[src/rtl/simd_alu_result_stage_if.sv]
// Beat bus between the SIMD adder, the result stage and the ALU writeback path.
// The stage connects through the slave modport; the producer/consumer side uses master.
interface simd_alu_result_stage_if #(
  parameter int SIMD_DATA_WIDTH            = 256,
  parameter int SIMD_ADDER_DATA_MODE_WIDTH = 2
);
  logic                                  in_valid;
  logic                                  in_ready;
  logic [SIMD_DATA_WIDTH-1:0]            in_result;
  logic [SIMD_DATA_WIDTH/8-1:0]          in_ovf;
  logic [SIMD_DATA_WIDTH/8-1:0]          in_udf;
  logic [SIMD_ADDER_DATA_MODE_WIDTH-1:0] in_data_mode;
  logic                                  in_data_signed;
  logic                                  out_valid;
  logic                                  out_ready;
  logic [SIMD_DATA_WIDTH-1:0]            out_result;
  logic [SIMD_DATA_WIDTH/8-1:0]          out_sat;

  modport master (
    output in_valid, in_result, in_ovf, in_udf, in_data_mode, in_data_signed, out_ready,
    input  in_ready, out_valid, out_result, out_sat
  );

  modport slave (
    input  in_valid, in_result, in_ovf, in_udf, in_data_mode, in_data_signed, out_ready,
    output in_ready, out_valid, out_result, out_sat
  );
endinterface

[src/rtl/simd_alu_result_stage.sv]
// Registered result stage behind the SIMD adder: 2-entry skid buffer, per-element flags,
// sticky status and a saturating flagged-element counter. Define SIMD_RES_SAT_EN for lane saturation.
module simd_alu_result_stage #(
  parameter int SIMD_DATA_WIDTH            = 256,
  parameter int SIMD_ADDER_DATA_MODE_WIDTH = 2,
  parameter int SAT_CNT_WIDTH              = 16
) (
  input  logic                     clk,
  input  logic                     rst_n,
  simd_alu_result_stage_if.slave   bus,
  input  logic                     clr_status,
  output logic                     sticky_ovf,
  output logic                     sticky_udf,
  output logic [SAT_CNT_WIDTH-1:0] sat_count
);
  localparam int NB    = SIMD_DATA_WIDTH / 8;
  localparam int CNT_W = $clog2(NB + 1);
  localparam int SUM_W = ((SAT_CNT_WIDTH > CNT_W) ? SAT_CNT_WIDTH : CNT_W) + 1;

  logic                       in_ready_r, out_valid_r, skid_valid_r, skid_valid_nxt_s;
  logic [SIMD_DATA_WIDTH-1:0] out_result_r, skid_result_r, new_result_s;
  logic [NB-1:0]              out_sat_r, skid_sat_r;
  logic [NB-1:0]              elem_ovf_s, elem_udf_s, lead_s;
  logic [CNT_W-1:0]           cnt_s, cnt_add_s;
  logic [SAT_CNT_WIDTH-1:0]   sat_count_r, cnt_base_s, cnt_nxt_s;
  logic [SUM_W-1:0]           cnt_sum_s;
  logic                       sticky_ovf_r, sticky_udf_r, accept_s;

  assign accept_s = bus.in_valid && in_ready_r;

  // Broadcast each element's OR-reduced flags to all of its bytes and count flagged elements.
  always_comb begin
    elem_ovf_s = '0;
    elem_udf_s = '0;
    lead_s     = '0;
    cnt_s      = '0;
    for (int b = 0; b < NB; b++) begin
      case (bus.in_data_mode)
        2'd1: begin
          elem_ovf_s[b] = |bus.in_ovf[{b[31:1], 1'b0} +: 2];
          elem_udf_s[b] = |bus.in_udf[{b[31:1], 1'b0} +: 2];
          lead_s[b]     = (b[0] == 1'b0);
        end
        2'd2: begin
          elem_ovf_s[b] = |bus.in_ovf[{b[31:2], 2'b00} +: 4];
          elem_udf_s[b] = |bus.in_udf[{b[31:2], 2'b00} +: 4];
          lead_s[b]     = (b[1:0] == 2'b00);
        end
        2'd3: begin
          elem_ovf_s[b] = |bus.in_ovf[{b[31:3], 3'b000} +: 8];
          elem_udf_s[b] = |bus.in_udf[{b[31:3], 3'b000} +: 8];
          lead_s[b]     = (b[2:0] == 3'b000);
        end
        default: begin
          elem_ovf_s[b] = bus.in_ovf[b];
          elem_udf_s[b] = bus.in_udf[b];
          lead_s[b]     = 1'b1;
        end
      endcase
      cnt_s = cnt_s + {{(CNT_W-1){1'b0}}, lead_s[b] & (elem_ovf_s[b] | elem_udf_s[b])};
    end
  end

`ifdef SIMD_RES_SAT_EN
  // Byte-wise clamp: only the element's top byte differs between signed and unsigned limits.
  always_comb begin
    new_result_s = bus.in_result;
    for (int b = 0; b < NB; b++) begin
      logic msb_v;
      case (bus.in_data_mode)
        2'd1:    msb_v = (b[0] == 1'b1);
        2'd2:    msb_v = (b[1:0] == 2'b11);
        2'd3:    msb_v = (b[2:0] == 3'b111);
        default: msb_v = 1'b1;
      endcase
      if (elem_ovf_s[b]) begin
        new_result_s[{b[28:0], 3'b000} +: 8] = (bus.in_data_signed && msb_v) ? 8'h7F : 8'hFF;
      end else if (elem_udf_s[b]) begin
        new_result_s[{b[28:0], 3'b000} +: 8] = (bus.in_data_signed && msb_v) ? 8'h80 : 8'h00;
      end else begin
        new_result_s[{b[28:0], 3'b000} +: 8] = bus.in_result[{b[28:0], 3'b000} +: 8];
      end
    end
  end
`else
  assign new_result_s = bus.in_result;
`endif

  // The skid entry stays occupied only while the output register is stalled.
  always_comb begin
    if (out_valid_r && !bus.out_ready) begin
      skid_valid_nxt_s = skid_valid_r || accept_s;
    end else begin
      skid_valid_nxt_s = 1'b0;
    end
  end

  // Output register and skid entry; a skid beat always drains before a fresh one.
  always_ff @(posedge clk or negedge rst_n) begin
    if (!rst_n) begin
      in_ready_r    <= 1'b0;
      out_valid_r   <= 1'b0;
      out_result_r  <= '0;
      out_sat_r     <= '0;
      skid_valid_r  <= 1'b0;
      skid_result_r <= '0;
      skid_sat_r    <= '0;
    end else begin
      in_ready_r   <= !skid_valid_nxt_s;
      skid_valid_r <= skid_valid_nxt_s;
      if (!out_valid_r || bus.out_ready) begin
        if (skid_valid_r) begin
          out_valid_r  <= 1'b1;
          out_result_r <= skid_result_r;
          out_sat_r    <= skid_sat_r;
        end else if (accept_s) begin
          out_valid_r  <= 1'b1;
          out_result_r <= new_result_s;
          out_sat_r    <= elem_ovf_s | elem_udf_s;
        end else begin
          out_valid_r  <= 1'b0;
        end
      end else if (accept_s) begin
        skid_result_r <= new_result_s;
        skid_sat_r    <= elem_ovf_s | elem_udf_s;
      end
    end
  end

  // Counter next value: a same-cycle clear zeroes the base before this beat is added.
  always_comb begin
    if (clr_status) begin
      cnt_base_s = '0;
    end else begin
      cnt_base_s = sat_count_r;
    end
    if (accept_s) begin
      cnt_add_s = cnt_s;
    end else begin
      cnt_add_s = '0;
    end
    cnt_sum_s = {{(SUM_W-SAT_CNT_WIDTH){1'b0}}, cnt_base_s} + {{(SUM_W-CNT_W){1'b0}}, cnt_add_s};
    if (cnt_sum_s[SUM_W-1:SAT_CNT_WIDTH] != '0) begin
      cnt_nxt_s = '1;
    end else begin
      cnt_nxt_s = cnt_sum_s[SAT_CNT_WIDTH-1:0];
    end
  end

  // Sticky status and flagged-element counter, updated on accept.
  always_ff @(posedge clk or negedge rst_n) begin
    if (!rst_n) begin
      sticky_ovf_r <= 1'b0;
      sticky_udf_r <= 1'b0;
      sat_count_r  <= '0;
    end else begin
      sticky_ovf_r <= (sticky_ovf_r && !clr_status) || (accept_s && (|elem_ovf_s));
      sticky_udf_r <= (sticky_udf_r && !clr_status) || (accept_s && (|elem_udf_s));
      sat_count_r  <= cnt_nxt_s;
    end
  end

  assign bus.in_ready   = in_ready_r;
  assign bus.out_valid  = out_valid_r;
  assign bus.out_result = out_result_r;
  assign bus.out_sat    = out_sat_r;
  assign sticky_ovf     = sticky_ovf_r;
  assign sticky_udf     = sticky_udf_r;
  assign sat_count      = sat_count_r;
endmodule

[src/flat_wrapper.sv]
// flat-port wrapper written by rule: the top's interface ports become plain ports
module simd_alu_result_stage_flat 
#(
  parameter int SIMD_DATA_WIDTH            = 256,
  parameter int SIMD_ADDER_DATA_MODE_WIDTH = 2,
  parameter int SAT_CNT_WIDTH              = 16
)
  (clk, rst_n, clr_status, sticky_ovf, sticky_udf, sat_count, bus_in_valid, bus_in_result, bus_in_ovf, bus_in_udf, bus_in_data_mode, bus_in_data_signed, bus_out_ready, bus_in_ready, bus_out_valid, bus_out_result, bus_out_sat);
  simd_alu_result_stage_if #(.SIMD_DATA_WIDTH(SIMD_DATA_WIDTH), .SIMD_ADDER_DATA_MODE_WIDTH(SIMD_ADDER_DATA_MODE_WIDTH)) bus_i ();
  input  logic clk;
  input  logic rst_n;
  input  logic clr_status;
  output logic sticky_ovf;
  output logic sticky_udf;
  output logic [SAT_CNT_WIDTH-1:0] sat_count;
  input wire logic [$bits(bus_i.in_valid)-1:0] bus_in_valid;
  input wire logic [$bits(bus_i.in_result)-1:0] bus_in_result;
  input wire logic [$bits(bus_i.in_ovf)-1:0] bus_in_ovf;
  input wire logic [$bits(bus_i.in_udf)-1:0] bus_in_udf;
  input wire logic [$bits(bus_i.in_data_mode)-1:0] bus_in_data_mode;
  input wire logic [$bits(bus_i.in_data_signed)-1:0] bus_in_data_signed;
  input wire logic [$bits(bus_i.out_ready)-1:0] bus_out_ready;
  output wire logic [$bits(bus_i.in_ready)-1:0] bus_in_ready;
  output wire logic [$bits(bus_i.out_valid)-1:0] bus_out_valid;
  output wire logic [$bits(bus_i.out_result)-1:0] bus_out_result;
  output wire logic [$bits(bus_i.out_sat)-1:0] bus_out_sat;
  assign bus_i.in_valid = bus_in_valid;
  assign bus_i.in_result = bus_in_result;
  assign bus_i.in_ovf = bus_in_ovf;
  assign bus_i.in_udf = bus_in_udf;
  assign bus_i.in_data_mode = bus_in_data_mode;
  assign bus_i.in_data_signed = bus_in_data_signed;
  assign bus_i.out_ready = bus_out_ready;
  assign bus_in_ready = bus_i.in_ready;
  assign bus_out_valid = bus_i.out_valid;
  assign bus_out_result = bus_i.out_result;
  assign bus_out_sat = bus_i.out_sat;
  simd_alu_result_stage #(.SIMD_DATA_WIDTH(SIMD_DATA_WIDTH), .SIMD_ADDER_DATA_MODE_WIDTH(SIMD_ADDER_DATA_MODE_WIDTH), .SAT_CNT_WIDTH(SAT_CNT_WIDTH)) u_core (.clk(clk), .rst_n(rst_n), .bus(bus_i), .clr_status(clr_status), .sticky_ovf(sticky_ovf), .sticky_udf(sticky_udf), .sat_count(sat_count));
endmodule
[config.mk]
export PLATFORM = sky130hd
export DESIGN_NAME = simd_alu_result_stage_flat
export DESIGN_NICKNAME = d
export VERILOG_FILES = /design/src/rtl/simd_alu_result_stage_if.sv /design/src/rtl/simd_alu_result_stage.sv /design/src/flat_wrapper.sv
export SDC_FILE = /design/constraint.sdc
export NUM_CORES = 1
export LEC_CHECK = 0
export BUFFER_PORTS_ARGS = -buffer_cell sky130_fd_sc_hd__buf_2
export CAP_MARGIN = 20
export CELL_PAD_IN_SITES_DETAIL_PLACEMENT = 2
export CELL_PAD_IN_SITES_GLOBAL_PLACEMENT = 2
export CORE_MARGIN = 1
export CORE_UTILIZATION = 35
export DETAILED_ROUTE_END_ITERATION = 16
export HOLD_SLACK_MARGIN = 0.1
export PLACE_DENSITY = 0.8
export SLEW_MARGIN = 20
export SYNTH_ARGS = -nofsm -noshare
export SYNTH_HDL_FRONTEND = slang
export SYNTH_SLANG_ARGS = --single-unit
[constraint.sdc]
create_clock -name clk -period 2.7 [get_ports clk]
set_input_delay 0.405 -clock clk [delete_from_list [all_inputs] [get_ports clk]]
set_output_delay 0.405 -clock clk [all_outputs]
set_load 0.01 [all_outputs]
==> metrics <==
count leader, synth=dfrtp_1; crit path from=bus_in_udf[4]; min Tclk post-route=7.14 ns; Pint=22.0 mW; Clk pin slew, worst setup/hold paths=0.07 ns; top post-synthesis cells by area=dfrtp_1 55%, mux2_2 12%, mux2i_1 9.8%; top_reg_cell synth=dfrtp_1; clk sink count=597; area of the core=76300 um2; critical path fanouts, max=4; CP startpoint kind=input port; final net count=3803; final core utilization=50.2%; unrepaired setup endpoints after global routing=true; clock latency on the worst-skew pair=0.63 ns; Finish-stage setup viols=16; Static Leak=17.6 nW; vias per inst=5.51; Seq/Total Area, Yosys=55.1%; Total Wirelength=141 mm; min-delay src=bus_out_ready; grt ovf=0; Avg WL per Cell=31.2 um; share of flip-flops with an asynchronous set or reset=100%; violations in the final reports=setup timing; H-tree Lvls=3; Max-slew headroom=45.9%; Hold Violations, Final=0; syn nets=2762; GPL Wtd Cong=0.909; total negative slack=-69.90 ns; All-Layer GR Usage=34.9%; kind of critical path=input port to register; Worst Tran Pin Value=0.811 ns; post-DP HPWL=75.9 mm; EDFF count, synth=0; placed cell areas=33100 um2; I/O pin count=636; Comb pwr share=33.7%; Die Y=280 um; Pins Over Slew Limit=0; Pre-antenna DRT Iters=5; Die Wd=280 um; Synth-to-Final Area Change=41.4%; number of global-route vias before repair=29200; #FFs+latches synth=597; clock skew=0.0437 ns; pre-CTS WS=-5.00 ns; VDD IR max=480 uV; post-synth top area share=55.1%; cells after synthesis=2395; DR iter-0 viols=1438; clock share of power=28.2%; synth cell count leaders=597 x dfrtp_1, 365 x o21ai_0, 340 x nand2_1, 285 x mux2_2, 265 x mux2i_1; largest net degree at the start of global routing=118; layout cell share with drive strength beyond 1=37.8%; CP endpoint kind=register; leading area contributor after synthesis=dfrtp_1; Cell Pwr Density=929 nW/um2; Post-DRT Antenna Nets=0; # fillers=7654; Worst EP required=3.22 ns; critical path arrival=7.66 ns; synth warn=0; period utilisation layout=264%; root cell of the clock tree=clkbuf_16; Initial Util=35.5%; worst min-delay path class=input port to register; die area=78600 um2; fmax=140 MHz; # Max-Cap Violations=0; DRC Markers=0; TritonCTS buffer count=68; initial antenna violation count=17; Flop pwr share=38.1%; vias post-DR=25000; global-route wire length before repair=202 mm; port buffer count=634; final setup margin=-4.44 ns; Max clock buf depth=3; Overall Power=35.6 mW; reg2reg start=u_core.sat_count[0]; CTS tree=yes; sw frac=38.3%; average cell area after synthesis=11.3 um2; Distinct cells, synth=58; run status=complete, but fails checks; Psw=13.6 mW; mapped cell area=27100 um2; number of cell rows=101; Post-Layout Inst Area=38400 um2
-- layout make-up --
type / instances / area, um2 / share of cell area [%]
flip-flops and latches: 597 / 14900 / 39.0
multi-input cells: 1603 / 11800 / 30.7
repair buffers: 1119 / 7860 / 20.5
clock buffers: 103 / 1980 / 5.17
well taps: 1030 / 1290 / 3.36
clock inverters: 19 / 277 / 0.721
inverters: 47 / 176 / 0.460
diodes: 17 / 42.5 / 0.111
-- path summary, 6_finish.rpt --
check / end / slack [ns] / cells after the start
max in group asynchronous: u_core.bus.out_result[150] / 1.24 / 4
setup / recovery: u_core.sat_count[8] / -4.44 / 24
setup reg to reg: u_core.sat_count[8] / -0.05 / 10
hold reg to reg: u_core.skid_sat_r[22] / 0.48 / 2
min in group asynchronous: u_core.skid_result_r[25] / 0.37 / 2
hold / removal: u_core.bus.in_ready / 0.21 / 3
-- what timing repair did --
item / CTS / global route
endpoints found under the hold margin: 345 / 0
cloned: 1 / 0
resized for setup: 36 / 38
buffers inserted: 9 / 8
hold buffers: 257 / 0
endpoints found under the setup margin: 16 / 16
pin swaps: 29 / 12
-- critical path: stages --
cell       delay (ns)
buf_2            0.11
or4_4            0.55
nand2_2          0.10
a21oi_2          0.08
a2111oi_4        0.34
nor2_1           0.10
ha_1             0.31
inv_2            0.06
fa_1             0.48
fa_2             0.55
fa_1             0.44
fa_1             0.49
fa_1             0.54
fa_1             0.44
fa_2             0.37
fa_2             0.43
nand2b_4         0.16
fa_2             0.41
nor2b_4          0.24
o21a_4           0.21
o21a_4           0.17
o21ai_4          0.08
a2111o_1         0.46
o211ai_1         0.13
-- registers in the layout, indices dropped and copies added, names as in the netlist --
signal / count
u_core.sat_count: 16
u_core.skid_valid_r: 1
u_core.sticky_ovf: 1
u_core.sticky_udf: 1
u_core.bus.in_ready: 1
u_core.skid_sat_r: 32
u_core.bus.out_valid: 1
u_core.bus.out_sat: 32
u_core.skid_result_r: 256
u_core.bus.out_result: 256
-- kinds of logic after synthesis --
logic type / share of synthesized area, %
fa+ha+maj: 2.49
simple gates: 8.36
compound gates: 9.35
buf+inv: 2.75
xor+xnor: 0.355
mux: 21.6
flops: 55.1
-- metrics by stage --
step / instances / hold WS, ns
detailed placement: 4125 / 0.429
CTS: 4512 / 0.164
floorplan: 2395 / 0.109
global route: 4534 / 0.224
global placement: 4125 / 0.428
finish: 4535 / 0.208
-- cells in the final DEF (no fill, tap or decap), types with 14 or more instances in the layout --
cell           synthesis  routed
buf_2                 10     630
dfrtp_1              597     596
o21ai_0              365     351
nand2_1              340     335
mux2_2               285     285
mux2i_1              265     265
dlygate4sd3_1          0     257
buf_4                  0     196
nor2_1                80      76
clkbuf_16              0      68
a21oi_1               51      45
inv_1                 46      40
buf_12                 0      28
fa_1                  25      20
clkbuf_1             130      20
diode_2                0      17
clkbuf_8               0      15
nor4_1                16      14
nor3_1                15      14
nand3_1               15      14
-- power groups by stage --
stage	combinational, mW	sequential (mW)	clock [mW]
2_1_floorplan	4.59	13.2	0
3_3_place_gp	8.84	12.7	0
3_5_place_dp	9.46	13.0	0
4_1_cts	10.4	13.1	9.75
5_1_grt	12.6	13.7	10.4
6_report	12.0	13.6	10.1
-- per-layer routing --
metal,track usage [%],share of wire [%],vias to the layer above
met3,6.04,4.8,525
met4,24.3,8.2,4
met1,35.5,35,13000
met2,64.4,52,1026
li1,-,-,10500
met5,0,0.019,-
Power figures use the tool's default switching activity.
